### src/rtl/ahb_lite_cmd_master_if.sv
// Bundle of the command/response stream and the AHB-lite master bus.
// The master modport is the initiator's view; slave is the stimulus/slave side.
interface ahb_lite_cmd_master_if #(
  parameter int ADDR_W = 32
) ();

  logic              I_CMD_VALID;
  logic              O_CMD_READY;
  logic              I_CMD_WRITE;
  logic [ADDR_W-1:0] I_CMD_ADDR;
  logic [1:0]        I_CMD_SIZE;
  logic [31:0]       I_CMD_WDATA;

  logic              O_RSP_VALID;
  logic [31:0]       O_RSP_RDATA;
  logic              O_RSP_ERR;

  logic [ADDR_W-1:0] O_HADDR;
  logic [1:0]        O_HTRANS;
  logic              O_HWRITE;
  logic [2:0]        O_HSIZE;
  logic [2:0]        O_HBURST;
  logic              O_HMASTLOCK;
  logic [3:0]        O_HPROT;
  logic [31:0]       O_HWDATA;
  logic [31:0]       I_HRDATA;
  logic              I_HREADY;
  logic              I_HRESP;

  modport master (
    input  I_CMD_VALID, I_CMD_WRITE, I_CMD_ADDR, I_CMD_SIZE, I_CMD_WDATA,
    output O_CMD_READY,
    output O_RSP_VALID, O_RSP_RDATA, O_RSP_ERR,
    output O_HADDR, O_HTRANS, O_HWRITE, O_HSIZE, O_HBURST, O_HMASTLOCK,
    output O_HPROT, O_HWDATA,
    input  I_HRDATA, I_HREADY, I_HRESP
  );

  modport slave (
    output I_CMD_VALID, I_CMD_WRITE, I_CMD_ADDR, I_CMD_SIZE, I_CMD_WDATA,
    input  O_CMD_READY,
    input  O_RSP_VALID, O_RSP_RDATA, O_RSP_ERR,
    input  O_HADDR, O_HTRANS, O_HWRITE, O_HSIZE, O_HBURST, O_HMASTLOCK,
    input  O_HPROT, O_HWDATA,
    output I_HRDATA, I_HREADY, I_HRESP
  );

endinterface

### src/rtl/ahb_lite_cmd_master.sv
// AHB-lite single-master initiator: converts a command stream into NONSEQ
// SINGLE transfers through a two-slot (address phase / data phase) pipeline,
// handles wait states, the two-cycle ERROR response and byte-lane steering,
// and returns one in-order response per command.
module ahb_lite_cmd_master #(
  parameter int         ADDR_W    = 32,
  parameter logic [3:0] HPROT_VAL = 4'b0011
) (
  input  logic                  I_HCLK,
  input  logic                  I_HRESETn,
  ahb_lite_cmd_master_if.master bus
);

  localparam logic [1:0] HTRANS_IDLE   = 2'b00;
  localparam logic [1:0] HTRANS_NONSEQ = 2'b10;

  // Address-phase slot
  logic              a_valid;
  logic [ADDR_W-1:0] a_addr;
  logic [1:0]        a_size;
  logic              a_write;
  logic [31:0]       a_wdata;

  // Data-phase slot
  logic              d_valid;
  logic              d_write;
  logic [1:0]        d_addr_lo;
  logic [1:0]        d_size;
  logic [31:0]       d_wdata;

  logic              cancel;
  logic              run;

  logic              rsp_valid;
  logic [31:0]       rsp_rdata;
  logic              rsp_err;

  logic              cmd_mis;
  logic              cmd_ready;
  logic              accept_aligned;
  logic              accept_mis;
  logic              d_done;
  logic              a_move;
  logic [31:0]       rd_extract;

  // Replicates narrow write data onto every byte lane it could occupy.
  function automatic logic [31:0] place_lanes(input logic [1:0] size, input logic [31:0] data);
    logic [31:0] res;
    case (size)
      2'd0:    res = {4{data[7:0]}};
      2'd1:    res = {2{data[15:0]}};
      default: res = data;
    endcase
    return res;
  endfunction

  // Picks the addressed lanes out of the read bus and zero-extends them.
  function automatic logic [31:0] pick_lanes(input logic [1:0] size, input logic [1:0] lo,
                                             input logic [31:0] data);
    logic [31:0] shifted;
    logic [31:0] res;
    shifted = data >> {lo, 3'b000};
    case (size)
      2'd0:    res = {24'h0, shifted[7:0]};
      2'd1:    res = lo[1] ? {16'h0, data[31:16]} : {16'h0, data[15:0]};
      default: res = data;
    endcase
    return res;
  endfunction

  // Flags commands that can never be put on the bus.
  function automatic logic is_misaligned(input logic [1:0] size, input logic [1:0] lo);
    return (size == 2'd3) || (size == 2'd1 && lo[0]) || (size == 2'd2 && lo != 2'b00);
  endfunction

  // Acceptance rules: misaligned commands wait for a fully drained pipeline.
  always_comb begin
    cmd_mis        = is_misaligned(bus.I_CMD_SIZE, bus.I_CMD_ADDR[1:0]);
    cmd_ready      = 1'b0;
    if (run) begin
      if (cmd_mis) cmd_ready = ~a_valid & ~d_valid & ~cancel;
      else         cmd_ready = (~a_valid | bus.I_HREADY) & ~cancel;
    end
    accept_aligned = bus.I_CMD_VALID & cmd_ready & ~cmd_mis;
    accept_mis     = bus.I_CMD_VALID & cmd_ready & cmd_mis;
    d_done         = d_valid & bus.I_HREADY;
    a_move         = a_valid & bus.I_HREADY & ~cancel;
    rd_extract     = pick_lanes(d_size, d_addr_lo, bus.I_HRDATA);
  end

  // Holds READY low until the first clock after reset release.
  always_ff @(posedge I_HCLK or negedge I_HRESETn) begin
    if (!I_HRESETn) run <= 1'b0;
    else            run <= 1'b1;
  end

  // Address-phase slot: load on accept, empty when it moves to data phase.
  always_ff @(posedge I_HCLK or negedge I_HRESETn) begin
    if (!I_HRESETn) begin
      a_valid <= 1'b0;
      a_addr  <= '0;
      a_size  <= 2'd0;
      a_write <= 1'b0;
      a_wdata <= 32'h0;
    end else if (accept_aligned) begin
      a_valid <= 1'b1;
      a_addr  <= bus.I_CMD_ADDR;
      a_size  <= bus.I_CMD_SIZE;
      a_write <= bus.I_CMD_WRITE;
      a_wdata <= bus.I_CMD_WDATA;
    end else if (a_move) begin
      a_valid <= 1'b0;
    end
  end

  // Data-phase slot: advances on every ready edge; write lanes registered here.
  always_ff @(posedge I_HCLK or negedge I_HRESETn) begin
    if (!I_HRESETn) begin
      d_valid   <= 1'b0;
      d_write   <= 1'b0;
      d_addr_lo <= 2'b00;
      d_size    <= 2'd0;
      d_wdata   <= 32'h0;
    end else if (bus.I_HREADY) begin
      d_valid <= a_move;
      if (a_move) begin
        d_write   <= a_write;
        d_addr_lo <= a_addr[1:0];
        d_size    <= a_size;
        d_wdata   <= place_lanes(a_size, a_wdata);
      end
    end
  end

  // Cancel covers the second ERROR cycle so the pending address is withdrawn.
  always_ff @(posedge I_HCLK or negedge I_HRESETn) begin
    if (!I_HRESETn) cancel <= 1'b0;
    else            cancel <= d_valid & bus.I_HRESP & ~bus.I_HREADY;
  end

  // One-cycle response pulse for a completed transfer or a local reject.
  always_ff @(posedge I_HCLK or negedge I_HRESETn) begin
    if (!I_HRESETn) begin
      rsp_valid <= 1'b0;
      rsp_err   <= 1'b0;
      rsp_rdata <= 32'h0;
    end else if (d_done) begin
      rsp_valid <= 1'b1;
      rsp_err   <= bus.I_HRESP;
      rsp_rdata <= (!d_write && !bus.I_HRESP) ? rd_extract : 32'h0;
    end else if (accept_mis) begin
      rsp_valid <= 1'b1;
      rsp_err   <= 1'b1;
      rsp_rdata <= 32'h0;
    end else begin
      rsp_valid <= 1'b0;
      rsp_err   <= 1'b0;
      rsp_rdata <= 32'h0;
    end
  end

  assign bus.O_CMD_READY = cmd_ready;
  assign bus.O_RSP_VALID = rsp_valid;
  assign bus.O_RSP_RDATA = rsp_rdata;
  assign bus.O_RSP_ERR   = rsp_err;
  assign bus.O_HTRANS    = (a_valid && !cancel) ? HTRANS_NONSEQ : HTRANS_IDLE;
  assign bus.O_HADDR     = a_addr;
  assign bus.O_HWRITE    = a_write;
  assign bus.O_HSIZE     = {1'b0, a_size};
  assign bus.O_HBURST    = 3'b000;
  assign bus.O_HMASTLOCK = 1'b0;
  assign bus.O_HPROT     = HPROT_VAL;
  assign bus.O_HWDATA    = d_wdata;

endmodule

### src/flat_wrapper.sv
// flat-port wrapper written by rule: the top's interface ports become plain ports
module ahb_lite_cmd_master_flat 
#(
  parameter int         ADDR_W    = 32,
  parameter logic [3:0] HPROT_VAL = 4'b0011
)
  (I_HCLK, I_HRESETn, bus_I_CMD_VALID, bus_I_CMD_WRITE, bus_I_CMD_ADDR, bus_I_CMD_SIZE, bus_I_CMD_WDATA, bus_O_CMD_READY, bus_O_RSP_VALID, bus_O_RSP_RDATA, bus_O_RSP_ERR, bus_O_HADDR, bus_O_HTRANS, bus_O_HWRITE, bus_O_HSIZE, bus_O_HBURST, bus_O_HMASTLOCK, bus_O_HPROT, bus_O_HWDATA, bus_I_HRDATA, bus_I_HREADY, bus_I_HRESP);
  ahb_lite_cmd_master_if #(.ADDR_W(ADDR_W)) bus_i ();
  input  logic I_HCLK;
  input  logic I_HRESETn;
  input wire logic [$bits(bus_i.I_CMD_VALID)-1:0] bus_I_CMD_VALID;
  input wire logic [$bits(bus_i.I_CMD_WRITE)-1:0] bus_I_CMD_WRITE;
  input wire logic [$bits(bus_i.I_CMD_ADDR)-1:0] bus_I_CMD_ADDR;
  input wire logic [$bits(bus_i.I_CMD_SIZE)-1:0] bus_I_CMD_SIZE;
  input wire logic [$bits(bus_i.I_CMD_WDATA)-1:0] bus_I_CMD_WDATA;
  output wire logic [$bits(bus_i.O_CMD_READY)-1:0] bus_O_CMD_READY;
  output wire logic [$bits(bus_i.O_RSP_VALID)-1:0] bus_O_RSP_VALID;
  output wire logic [$bits(bus_i.O_RSP_RDATA)-1:0] bus_O_RSP_RDATA;
  output wire logic [$bits(bus_i.O_RSP_ERR)-1:0] bus_O_RSP_ERR;
  output wire logic [$bits(bus_i.O_HADDR)-1:0] bus_O_HADDR;
  output wire logic [$bits(bus_i.O_HTRANS)-1:0] bus_O_HTRANS;
  output wire logic [$bits(bus_i.O_HWRITE)-1:0] bus_O_HWRITE;
  output wire logic [$bits(bus_i.O_HSIZE)-1:0] bus_O_HSIZE;
  output wire logic [$bits(bus_i.O_HBURST)-1:0] bus_O_HBURST;
  output wire logic [$bits(bus_i.O_HMASTLOCK)-1:0] bus_O_HMASTLOCK;
  output wire logic [$bits(bus_i.O_HPROT)-1:0] bus_O_HPROT;
  output wire logic [$bits(bus_i.O_HWDATA)-1:0] bus_O_HWDATA;
  input wire logic [$bits(bus_i.I_HRDATA)-1:0] bus_I_HRDATA;
  input wire logic [$bits(bus_i.I_HREADY)-1:0] bus_I_HREADY;
  input wire logic [$bits(bus_i.I_HRESP)-1:0] bus_I_HRESP;
  assign bus_i.I_CMD_VALID = bus_I_CMD_VALID;
  assign bus_i.I_CMD_WRITE = bus_I_CMD_WRITE;
  assign bus_i.I_CMD_ADDR = bus_I_CMD_ADDR;
  assign bus_i.I_CMD_SIZE = bus_I_CMD_SIZE;
  assign bus_i.I_CMD_WDATA = bus_I_CMD_WDATA;
  assign bus_O_CMD_READY = bus_i.O_CMD_READY;
  assign bus_O_RSP_VALID = bus_i.O_RSP_VALID;
  assign bus_O_RSP_RDATA = bus_i.O_RSP_RDATA;
  assign bus_O_RSP_ERR = bus_i.O_RSP_ERR;
  assign bus_O_HADDR = bus_i.O_HADDR;
  assign bus_O_HTRANS = bus_i.O_HTRANS;
  assign bus_O_HWRITE = bus_i.O_HWRITE;
  assign bus_O_HSIZE = bus_i.O_HSIZE;
  assign bus_O_HBURST = bus_i.O_HBURST;
  assign bus_O_HMASTLOCK = bus_i.O_HMASTLOCK;
  assign bus_O_HPROT = bus_i.O_HPROT;
  assign bus_O_HWDATA = bus_i.O_HWDATA;
  assign bus_i.I_HRDATA = bus_I_HRDATA;
  assign bus_i.I_HREADY = bus_I_HREADY;
  assign bus_i.I_HRESP = bus_I_HRESP;
  ahb_lite_cmd_master #(.ADDR_W(ADDR_W), .HPROT_VAL(HPROT_VAL)) u_core (.I_HCLK(I_HCLK), .I_HRESETn(I_HRESETn), .bus(bus_i));
endmodule
### config.mk
export PLATFORM = sky130hd
export DESIGN_NAME = ahb_lite_cmd_master_flat
export DESIGN_NICKNAME = d
export VERILOG_FILES = /design/src/rtl/ahb_lite_cmd_master_if.sv /design/src/rtl/ahb_lite_cmd_master.sv /design/src/flat_wrapper.sv
export SDC_FILE = /design/constraint.sdc
export NUM_CORES = 1
export LEC_CHECK = 0
export ABC_CLOCK_PERIOD_IN_PS = 2100
export BUFFER_PORTS_ARGS = -buffer_cell sky130_fd_sc_hd__buf_2
export CORE_MARGIN = 2
export CORE_UTILIZATION = 50
export CTS_CLUSTER_SIZE = 25
export DETAILED_ROUTE_END_ITERATION = 8
export PLACE_DENSITY = 0.8
export SLEW_MARGIN = 40
export SYNTH_ARGS = -nofsm -noshare
export SYNTH_HDL_FRONTEND = slang
export SYNTH_SLANG_ARGS = --single-unit
### constraint.sdc
create_clock -name I_HCLK -period 2.1 [get_ports I_HCLK]
set_input_delay 0.21 -clock I_HCLK [delete_from_list [all_inputs] [get_ports I_HCLK]]
set_output_delay 0.21 -clock I_HCLK [all_outputs]
set_load 0.1 [all_outputs]
==> Yosys cells after proc, flatten, opt, wreduce, memory -nomap -nowiden <==
Cells that the tools add are included.
{ "totals": {"ff_bits": 142, "in_bits": 104, "out_inout_bits": 113, "word_cells": 65} }
{ "op_classes": {"n_eq_ne": 5, "shifts": 1, "mux": 13, "bitwise": 17, "n_reduce_logical": 14} }
{ "ops": {"columns": ["operator", "count"], "rows": [
  ["32-bit case mux with 2 select lines", 2],
  ["32-bit 2-to-1 mux", 2],
  ["32-bit by 5-bit right shift with 8-bit output", 1],
  ["16-bit 2-to-1 mux", 1],
  ["1-bit bitwise AND", 11],
  ["1-bit 2-to-1 mux", 7],
  ["2-bit by 1-bit == test with 1-bit output (second input constant)", 3],
  ["1-bit inverter", 5],
  ["2-bit == test (second input constant)", 2],
  ["1-bit logical AND", 4],
  ["2-bit zero test", 2],
  ["2-bit nonzero test", 2],
  ["1-bit zero test", 3],
  ["1-bit logical OR", 2],
  ["2-bit 2-to-1 mux", 1],
  ["2-bit AND reduction", 1],
  ["1-bit OR", 1]
]} }

==> Depth between registers and ports, before layout <==
Gate-level depths: netlist (run 1).
{ "depth": {"depth_word": 10, "depth_mapped": 7} }

==> Worst setup path before layout (run 1) <==
Ideal clock, no wire load.
{ "synth_timing": {"path_type": "flip-flop to output port", "startpoint": "register u_core.d_valid", "endpoint": "output bus_O_CMD_READY", "arrival_ps": 3754, "required_time_ps": 1890, "slack_ps": -1864, "path_stages_with_launch": 4, "n_path_buf": 0, "path_cell_list": "dfrtp_1 > o22ai_1 > a21oi_1 > nor4b_1"} }
{ "synth_between": {"elab_chain_len": 5} }
{ "synth_lines": {"columns": ["element", "line", "rtl"], "rows": [
  ["start: declaration", "ahb_lite_cmd_master.sv:25", "logic d_valid;"],
  ["start signal: assignment", "ahb_lite_cmd_master.sv:125", "d_valid <= a_move;"],
  ["1-bit inverter", "ahb_lite_cmd_master.sv:81", "if (cmd_mis) cmd_ready = ~a_valid & ~d_valid & ~cancel;"],
  ["1-bit bitwise AND (2 in series)", "ahb_lite_cmd_master.sv:81", null],
  ["1-bit 2-to-1 mux", "ahb_lite_cmd_master.sv:81", null],
  ["1-bit 2-to-1 mux", "ahb_lite_cmd_master.sv:80", "if (run) begin"],
  ["end: declaration", "flat_wrapper.sv:16", "output wire logic [$bits(bus_i.O_CMD_READY)-1:0] bus_O_CMD_READY;"]
]} }
No other way between the ends.

==> Worst setup path in the final report (run 1) <==
{ "layout_timing": {"startpoint": "register u_core.a_valid", "endpoint": "register u_core.a_addr[31], in the netlist u_core.bus.O_HADDR[31]"} }
{ "layout_between": {"elab_chain_len": 7, "word_cells_on_any_way": 9, "cone_classes": "mux (2); bitwise (7)"} }
{ "layout_lines": {"columns": ["element", "line", "rtl"], "rows": [
  ["start: declaration", "ahb_lite_cmd_master.sv:18", "logic a_valid;"],
  ["start signal: assignment", "ahb_lite_cmd_master.sv:100", "a_valid <= 1'b0;"],
  ["start signal: assignment", "ahb_lite_cmd_master.sv:106", "a_valid <= 1'b1;"],
  ["start signal: assignment", "ahb_lite_cmd_master.sv:112", "a_valid <= 1'b0;"],
  ["1-bit inverter (*)", "ahb_lite_cmd_master.sv:81, ahb_lite_cmd_master.sv:82", null],
  ["1-bit OR or 1-bit bitwise AND (tied branches)", "ahb_lite_cmd_master.sv:82, ahb_lite_cmd_master.sv:81", null],
  ["1-bit bitwise AND, on equally long branches", "ahb_lite_cmd_master.sv:82, ahb_lite_cmd_master.sv:81", null],
  ["1-bit 2-to-1 mux (*)", "ahb_lite_cmd_master.sv:81", null],
  ["1-bit 2-to-1 mux (*)", "ahb_lite_cmd_master.sv:80", null],
  ["1-bit bitwise AND (*) (2 in series)", "ahb_lite_cmd_master.sv:84", "accept_aligned = bus.I_CMD_VALID & cmd_ready & ~cmd_mis;"],
  ["end signal: assignment", "ahb_lite_cmd_master.sv:107", "a_addr <= bus.I_CMD_ADDR;"],
  ["end: declaration", "ahb_lite_cmd_master.sv:19", "logic [ADDR_W-1:0] a_addr;"]
]} }
Every way passes the cells marked *; elsewhere a longest branch is shown, timed or not.
A chain may end at the register's enable or synchronous reset.

==> results.txt, run 1 <==
GRT Total Usage = 22.2%
Iter 0 DRT Violations = 203
Via density = 5.18
Area Growth Syn to Fin = 30.7%
Final #Nets = 775
Synth Flop Type = dfrtp_1
Crit end category = flip-flop
H-Tree Depth = 4
M1 GR Usage = 27.1%
Post-synth ARST share = 100%
CTS clock-pin slew for the worst setup and hold paths = 0.05 ns
Final-report hold violation count = 0
Die Span Y = 114 µm
Placed cell area = 7210 µm²
Critical Path RT = 2.39 ns
CTS tree = done
Fin crit share = 91.5%
Sequential area share after synthesis = 59.1%
Pins Over Slew Limit = 0
Initial DRT Pass Iterations = 4
EDFF count, synth = 0
Final setup viols = 0
Cell variety after synth = 33
Clock Skews = 0.00582 ns
Overflow after GRT = 0
Worst Setup Start Kind = flip-flop
Crit path max fanout = 31
Reg2reg path depth = 5
Final WL = 13.8 mm
Cell count after synthesis = 465
Avg Synthesized Cell Area = 12.9 µm²
Die area = 12,900 µm²
GRT met3 Usage = 6.85%
Initial Utilization = 50.7%
Fmax = 520 MHz
Die Wd = 114 µm
Vias in the first global route = 4,484
Worst path cell trace = nor2b_1 -> nand4bb_1 -> o21bai_4 -> buf_12 -> mux2_2
Gr busiest metal = met2
Rows = 40
Boundary Pins = 217
Multi-input logic area = 2280 µm²
# clock sinks = 142
Register area = 3550 µm²
Root buf cell = clkbuf_16
Transition time of the tightest slew-check pin = 0.756 ns
# DRC = 0
Slowest cell on crit path = dfrtp_1
Final worst path period need = 1.92 ns
First-pass GRT wire length = 22.3 mm
Worst-case clock buffer depth = 2
Core Util, Final = 66.3%
Kind of critical path = flip-flop to flip-flop
Avg WL per Cell = 16.6 µm
RePlAce Congestion = 0.812
Routing usage on met2 = 36.8%
RSZ-0062 raised after global routing = no
Worst hold path class = input port to flip-flop
Dpl ws = 0.193 ns
Port-buffer cells = 206
Worst stage delay on the critical path = 0.40 ns
Layout cells sized above 1 = 49.0%
Num CTS Buffers = 17
Max Cap Viol = 0
Post-CTS Repair Setup Buffers = 0
Setup TNS = 0 ns
Core Region = 11,900 µm²
Synthesized area = 6010 µm²
Worst Hold Depth = 2
Yosys reg bits = 142
Fillers = 880
CP arrival = 2.21 ns
Skew-Pair Late Insertion Delay = 0.41 ns
Via count = 4,306
Initial antenna violation count = 1
Slew headroom = 49.6%
Final instance area = 7860 µm²
Synth Warn # = 0
Final worst-path setup slack = 0.178 ns
Hpwl dp = 9.99 mm
Status = completed
Largest net degree at the start of global routing = 74
Routed Antenna Nets = 0
[layout make-up]
type,instances,share of cell area (%)
antenna,1,0.0318
clock buffer,22,6.03
clock inverter,9,2.01
inverter,4,0.191
multi-input combinational,289,29.1
sequential,142,45.2
tap,147,2.34
timing repair buffer,217,15.1
[path summary, 6_finish.rpt]
path	startpoint	slack [ns]	endpoint
hold reg to reg	u_core.bus.O_HWDATA[12]	0.47	u_core.bus.O_HWDATA[12]
hold / removal	bus_I_HRDATA[22]	0.02	u_core.bus.O_RSP_RDATA[22]
max in group asynchronous	I_HRESETn	1.06	u_core.bus.O_HWDATA[23]
setup reg to reg	u_core.a_valid	0.18	u_core.bus.O_HADDR[31]
min in group asynchronous	I_HRESETn	0.30	u_core.bus.O_RSP_RDATA[27]
setup / recovery	u_core.a_valid	0.18	u_core.bus.O_HADDR[31]
[critical path: cells and delay by family, from the launching register on]
kind	cells	cell delay, ns
simple gates	2	0.46
mux	1	0.36
buf+inv	1	0.28
flops	1	0.40
compound gates	1	0.28
[cell usage after synthesis, drive strengths merged, types with 8 or more instances]
| master | n | area (µm²) |
|---|---|---|
| nor2 | 27 | 104 |
| mux2i | 24 | 240 |
| nor2b | 8 | 50.1 |
| dfrtp | 142 | 3550 |
| a21oi | 15 | 75.1 |
| and2 | 17 | 106 |
| a21o | 9 | 67.6 |
| buf | 23 | 161 |
| o21ai | 27 | 135 |
| mux2 | 84 | 1020 |
| clkbuf | 16 | 60.1 |
| nand2 | 27 | 101 |
| a22oi | 8 | 60.1 |
[cell usage in the layout, fill, tap and decap left out, types with 4 or more instances in the layout]
master,synthesis,layout
and2_1,17,17
nor2b_1,8,7
a21o_1,9,9
buf_2,9,203
a221oi_1,5,5
a22oi_1,8,8
nand3b_1,5,5
dfrtp_1,142,142
buf_4,11,7
clkbuf_16,0,17
mux2i_1,24,24
a21oi_1,15,15
nor2_1,26,26
buf_12,0,5
nand2_1,27,26
o21ai_0,27,27
conb_1,2,11
mux2_4,19,19
inv_1,4,4
bufinv_16,0,4
mux2_2,65,65
a22o_1,4,4
nand2b_1,5,5
[registers in the layout (all words and copies together) (netlist names)]
signal,count
u_core.bus.O_RSP_ERR,1
u_core.d_write,1
u_core.d_size,2
u_core.cancel,1
u_core.bus.O_RSP_VALID,1
u_core.d_valid,1
u_core.bus.O_HWDATA,32
u_core.d_addr_lo,2
u_core.a_valid,1
u_core.bus.O_HWRITE,1
u_core.a_size,2
u_core.a_wdata,32
u_core.bus.O_HADDR,32
u_core.run,1
u_core.bus.O_RSP_RDATA,32
[routing by layer]
metal  wire length (µm)  up-vias
li1                   -     2014
met1               5610     2091
met2               6810      172
met3                992       29
met4                380        0
met5                  0        -
[cells by family after synthesis]
kind of cell	after synthesis	share of synthesized area, %
buffers and inverters	43	3.93
and+or+nand+nor	96	7.97
other	2	0.125
DFF	142	59.1
AOI/OAI and AO/OA	74	7.99
muxes	108	20.9
[stage by stage]
stage / hold WS [ns] / cells
2_1_floorplan: -0.0856 / 474
3_3_place_gp: 0.167 / 798
3_5_place_dp: 0.171 / 798
4_1_cts: 0.00799 / 830
5_1_grt: 0.0174 / 831
6_report: 0.0242 / 831
[what timing repair did]
item / CTS / global route
hold endpoints to repair: 46 / 0
resized for setup: 0 / 2
hold buffers: 1 / 0
endpoints found under the setup margin: 0 / 1
Power of run 1 is left out: the tool's default activity adds up to more than one toggle a clock period on the data nets, which glitch-free logic cannot reach.
==> run 2: changes to the inputs <==
Settings changed: CTS_CLUSTER_DIAMETER from default to 50, MAX_ROUTING_LAYER from default to met4.
==> run 2 against run 1 <==
  * Hold slack worse by 0.0016 ns
  * Via count stayed put
  * Worst setup slack better by 0.0028 ns
  * First-iteration DRC count is 15% higher
  * Design area stayed put
  * Cell count stayed put
  * Register-to-register slack hardly changed
  * Clock skew is 0.00050 ns higher
  * Critical endpoint is now bus_O_CMD_READY
==> results.txt, run 2 (synthesis gave the netlist of run 1 again) <==
Commonest cells after routing, fill and taps aside = 203 x buf_2, 142 x dfrtp_1, 65 x mux2_2
Boundary Pins = 217
Overflow after GRT = 0
Port-buffer cells = 206
Routed met1 length = 5.81 mm
Critical Path RT = 1.89 ns
Slew headroom = 49.8%
Worst-case clock buffer depth = 2
FF-to-FF End = u_core.bus.O_HADDR[31]
Register-to-register setup slack = 0.18 ns
CTS clock-pin slew for the worst setup and hold paths = 0.05 ns
Hold endpoint = u_core.bus.O_RSP_RDATA[22]
Iter 0 DRT Violations = 234
Final WL = 13.8 mm
Worst hold path class = input port to flip-flop
FF-to-FF Start = u_core.a_valid
Post-CTS Repair Setup Buffers = 0
Die area = 12,900 µm²
Num CTS Buffers = 17
Fmax = 521 MHz
Commonest non-fill, non-tap cell in the layout = buf_2
Via density = 5.18
Skew-Pair Late Insertion Delay = 0.41 ns
RSZ-0062 raised after global routing = no
# clock sinks = 142
HP Start = bus_I_HRDATA[22]
Routed Antenna Nets = 0
Transition time of the tightest slew-check pin = 0.754 ns
Die Wd = 114 µm
Routed wl met3 = 809 µm
Final #Nets = 775
Avg WL per Cell = 16.6 µm
Initial antenna violation count = 1
Die Span Y = 114 µm
Status = completed
Layout cells sized above 1 = 49.0%
Initial Utilization = 50.7%
Register area = 3550 µm²
Multi-input logic area = 2280 µm²
Crit path max fanout = 5
Max Cap Viol = 0
Root buf cell = clkbuf_16
Vias in the first global route = 4,501
Met2 WL = 6.84 mm
Reg2reg path depth = 5
GRT Total Usage = 22.9%
First-pass GRT wire length = 22.2 mm
Setup TNS = 0 ns
Core Region = 11,900 µm²
Final-report hold violation count = 0
Clock Skews = 0.00632 ns
CTS tree = done
Via count = 4,306
Worst Setup Start Kind = flip-flop
Rows = 40
Pins Over Slew Limit = 0
Fin crit share = 91.4%
Worst Hold Depth = 2
Fillers = 880
# DRC = 0
Largest net degree at the start of global routing = 74
Crit end category = primary output
Final worst path period need = 1.92 ns
Hpwl dp = 9.99 mm
H-Tree Depth = 4
Kind of critical path = flip-flop to primary output
Area Growth Syn to Fin = 30.7%
Highest metal used = met4
Initial DRT Pass Iterations = 5
Final setup viols = 0
RePlAce Congestion = 0.824
CP arrival = 1.71 ns
-- run 2: how the worst max path moves through the flow --
stage	start	endpoint	slack, ns	depth (start not counted)
detailed placement	u_core.a_valid	u_core.bus.O_HADDR[27]	0.19	5
global route	u_core.d_valid	bus_O_CMD_READY	0.05	4
global placement	u_core.a_valid	u_core.a_wdata[3]	0.28	5
CTS	u_core.d_valid	bus_O_CMD_READY	0.04	4
finish	u_core.d_valid	bus_O_CMD_READY	0.18	4
floorplan	u_core.d_valid	bus_O_CMD_READY	0.15	3
-- run 2: metal layers --
| metal | track usage (%) | vias up |
|---|---|---|
| met2 | 36.8 | 157 |
| met1 | 28.0 | 2109 |
| li1 | - | 2010 |
| met4 | 9.51 | 0 |
| met5 | - | - |
| met3 | 5.53 | 30 |
-- run 2: through the flow --
step	setup WS [ns]	area [µm²]	utilization, %	hold WS [ns]	cells
floorplan	0.150	6070	-	-0.0856	474
global placement	0.281	7210	60.8	0.167	798
detailed placement	0.193	7210	60.8	0.171	798
CTS	0.0446	7860	66.2	0.00799	830
global route	0.0490	7860	66.3	0.0174	831
finish	0.181	7860	66.3	0.0225	831
-- run 2: worst max-delay path, stage by stage, from the launching register on --
cell	delay, ns
dfrtp_1	0.42
o22ai_1	0.18
a21oi_1	0.10
nor4b_4	0.27
buf_4	0.33
-- run 2: area by class of cell --
class / count / area share [%]
clock buffer: 22 / 6.03
multi-input combinational: 289 / 29.1
inverter: 4 / 0.191
sequential: 142 / 45.2
tap: 147 / 2.34
antenna: 1 / 0.0318
timing repair buffer: 217 / 15.1
clock inverter: 9 / 2.01
-- run 2: what timing repair did --
item | CTS | global route
hold endpoints to repair | 46 | 0
hold buffers | 1 | 0
gates resized for setup | 0 | 2
setup endpoints to repair | 0 | 1
Power of run 2 is left out for the same reason.
==> run 3: changes to the inputs <==
Settings changed: CORE_MARGIN 2 to 3.
==> run 3 against run 2 <==
  * Wire length rose by 7.3%
  * Clock skew rose by 0.0045 ns
  * Core utilization rose by 2.2 points
  * First-iteration DRC count rose by 88%
  * Critical path type unchanged
==> results.txt, run 3 (synthesis gave the netlist of run 1 again) <==
RePlAce Congestion = 0.824
Worst hold path class = input port to flip-flop
Post-CTS Repair Setup Buffers = 0
RSZ-0062 raised after global routing = no
Fin crit share = 94.6%
Final setup viols = 0
Rows = 39
Worst path cell trace = o22ai_1 -> a21oi_1 -> nor4b_4 -> clkbuf_4
Final-report hold violation count = 0
Buf/Inv on CP = 1
Worst stage delay on the critical path = 0.43 ns
Setup TNS = 0 ns
GRT Total Usage = 23.4%
Kind of critical path = flip-flop to primary output
Die Span Y = 116 µm
Die area = 13,400 µm²
Crit end category = primary output
Final WL = 14.8 mm
Fmax = 503 MHz
Overflow after GRT = 0
Commonest cells after routing, fill and taps aside = 203 x buf_2, 142 x dfrtp_1, 65 x mux2_2
Via count = 4,398
Initial antenna violation count = 0
Max Cap Viol = 0
Port-buffer cells = 206
Skew-Pair Late Insertion Delay = 0.42 ns
Initial DRT Pass Iterations = 4
Hpwl dp = 10.6 mm
CTS tree = done
Vias in the first global route = 4,543
First-pass GRT wire length = 23.2 mm
Final #Nets = 781
Antenna diodes = 0
Transition time of the tightest slew-check pin = 0.612 ns
CTS clock-pin slew for the worst setup and hold paths = 0.06 ns
Core Util, Final = 68.5%
Pins Over Slew Limit = 0
Final worst path period need = 1.99 ns
Commonest non-fill, non-tap cell in the layout = buf_2
Delay-heaviest family, CP = flip-flops
Boundary Pins = 217
Clock Skews = 0.0108 ns
Worst Setup Start Kind = flip-flop
H-Tree Depth = 4
Slew headroom = 59.2%
Routed Antenna Nets = 0
Die Wd = 116 µm
Core Region = 11,600 µm²
Iter 0 DRT Violations = 440
CP arrival = 1.78 ns
Worst-case clock buffer depth = 2
# clock sinks = 142
Avg WL per Cell = 17.8 µm
Slowest cell on crit path = dfrtp_1
Crit path max fanout = 5
Status = completed
Initial Utilization = 52.0%
Root buf cell = clkbuf_16
Num CTS Buffers = 17
Largest net degree at the start of global routing = 64
Area Growth Syn to Fin = 31.7%
Via density = 5.28
Layout cells sized above 1 = 49.0%
# DRC = 0
Critical Path RT = 1.89 ns
[run 3: cell count changes in the layout (fill, tap and decap cells not counted)]
| cell | change |
|---|---|
| buf_12 | -1 |
| buf_4 | +1 |
| bufinv_16 | +1 |
| clkbuf_1 | -1 |
| clkbuf_4 | +1 |
| clkbuf_8 | -2 |
| clkinv_4 | +2 |
| clkinvlp_4 | +1 |
| diode_2 | -1 |
| dlygate4sd3_1 | +5 |
[run 3: worst register-to-register path: stages, from the launching register on]
cell and delay (ns):
dfrtp_1 0.38, nor2b_1 0.28, nand4bb_1 0.20, o21bai_4 0.15, buf_12 0.33, mux2_2 0.42
[run 3: layout make-up]
class / instances / area (µm²)
Clock inverter: 13 / 213
Multi-Input combinational cell: 289 / 2280
Clock buffer: 19 / 443
Sequential cell: 142 / 3550
Inverter: 4 / 15.0
Fill cell: 837 / 3640
Timing Repair Buffer: 223 / 1230
Tap cell: 143 / 179
[run 3: worst paths after layout]
kind                                    startpoint                      end  slack [ns]  depth (start not counted)
min                            bus_I_CMD_WDATA[28]       u_core.a_wdata[28]        0.02                          2
max                                 u_core.d_valid          bus_O_CMD_READY        0.11                          4
min reg2reg                u_core.bus.O_HWDATA[25]  u_core.bus.O_HWDATA[25]        0.47                          2
max reg2reg                         u_core.a_valid        u_core.a_wdata[4]        0.23                          5
max in group asynchronous                I_HRESETn       u_core.a_wdata[20]        1.10                          3
min in group asynchronous                I_HRESETn       u_core.a_wdata[28]        0.32                          2
[run 3: through the flow]
stage	worst slack [ns]	hold WS [ns]	cells	cell area, µm²
finish	0.114	0.0249	833	7920
global route	0.0578	0.00748	833	7920
CTS	0.0120	0.000996	833	7920
detailed placement	0.249	0.200	795	7200
global placement	0.336	0.188	795	7200
floorplan	0.150	-0.0856	474	6070
[run 3: timing repair]
| action | in CTS | in global routing |
|---|---|---|
| endpoints found under the setup margin | 0 | 1 |
| endpoints found under the hold margin | 57 | 0 |
| resized for setup | 0 | 1 |
| hold buffers | 6 | 0 |
[run 3: metal layers]
metal,wire (µm),GRT usage (%),vias up
li1,-,-,2019
met1,5870,27.9,2160
met2,7520,38.3,195
met3,1190,7.00,24
met4,257,7.66,0
met5,0,-,-
Power of run 3 is left out for the same reason.
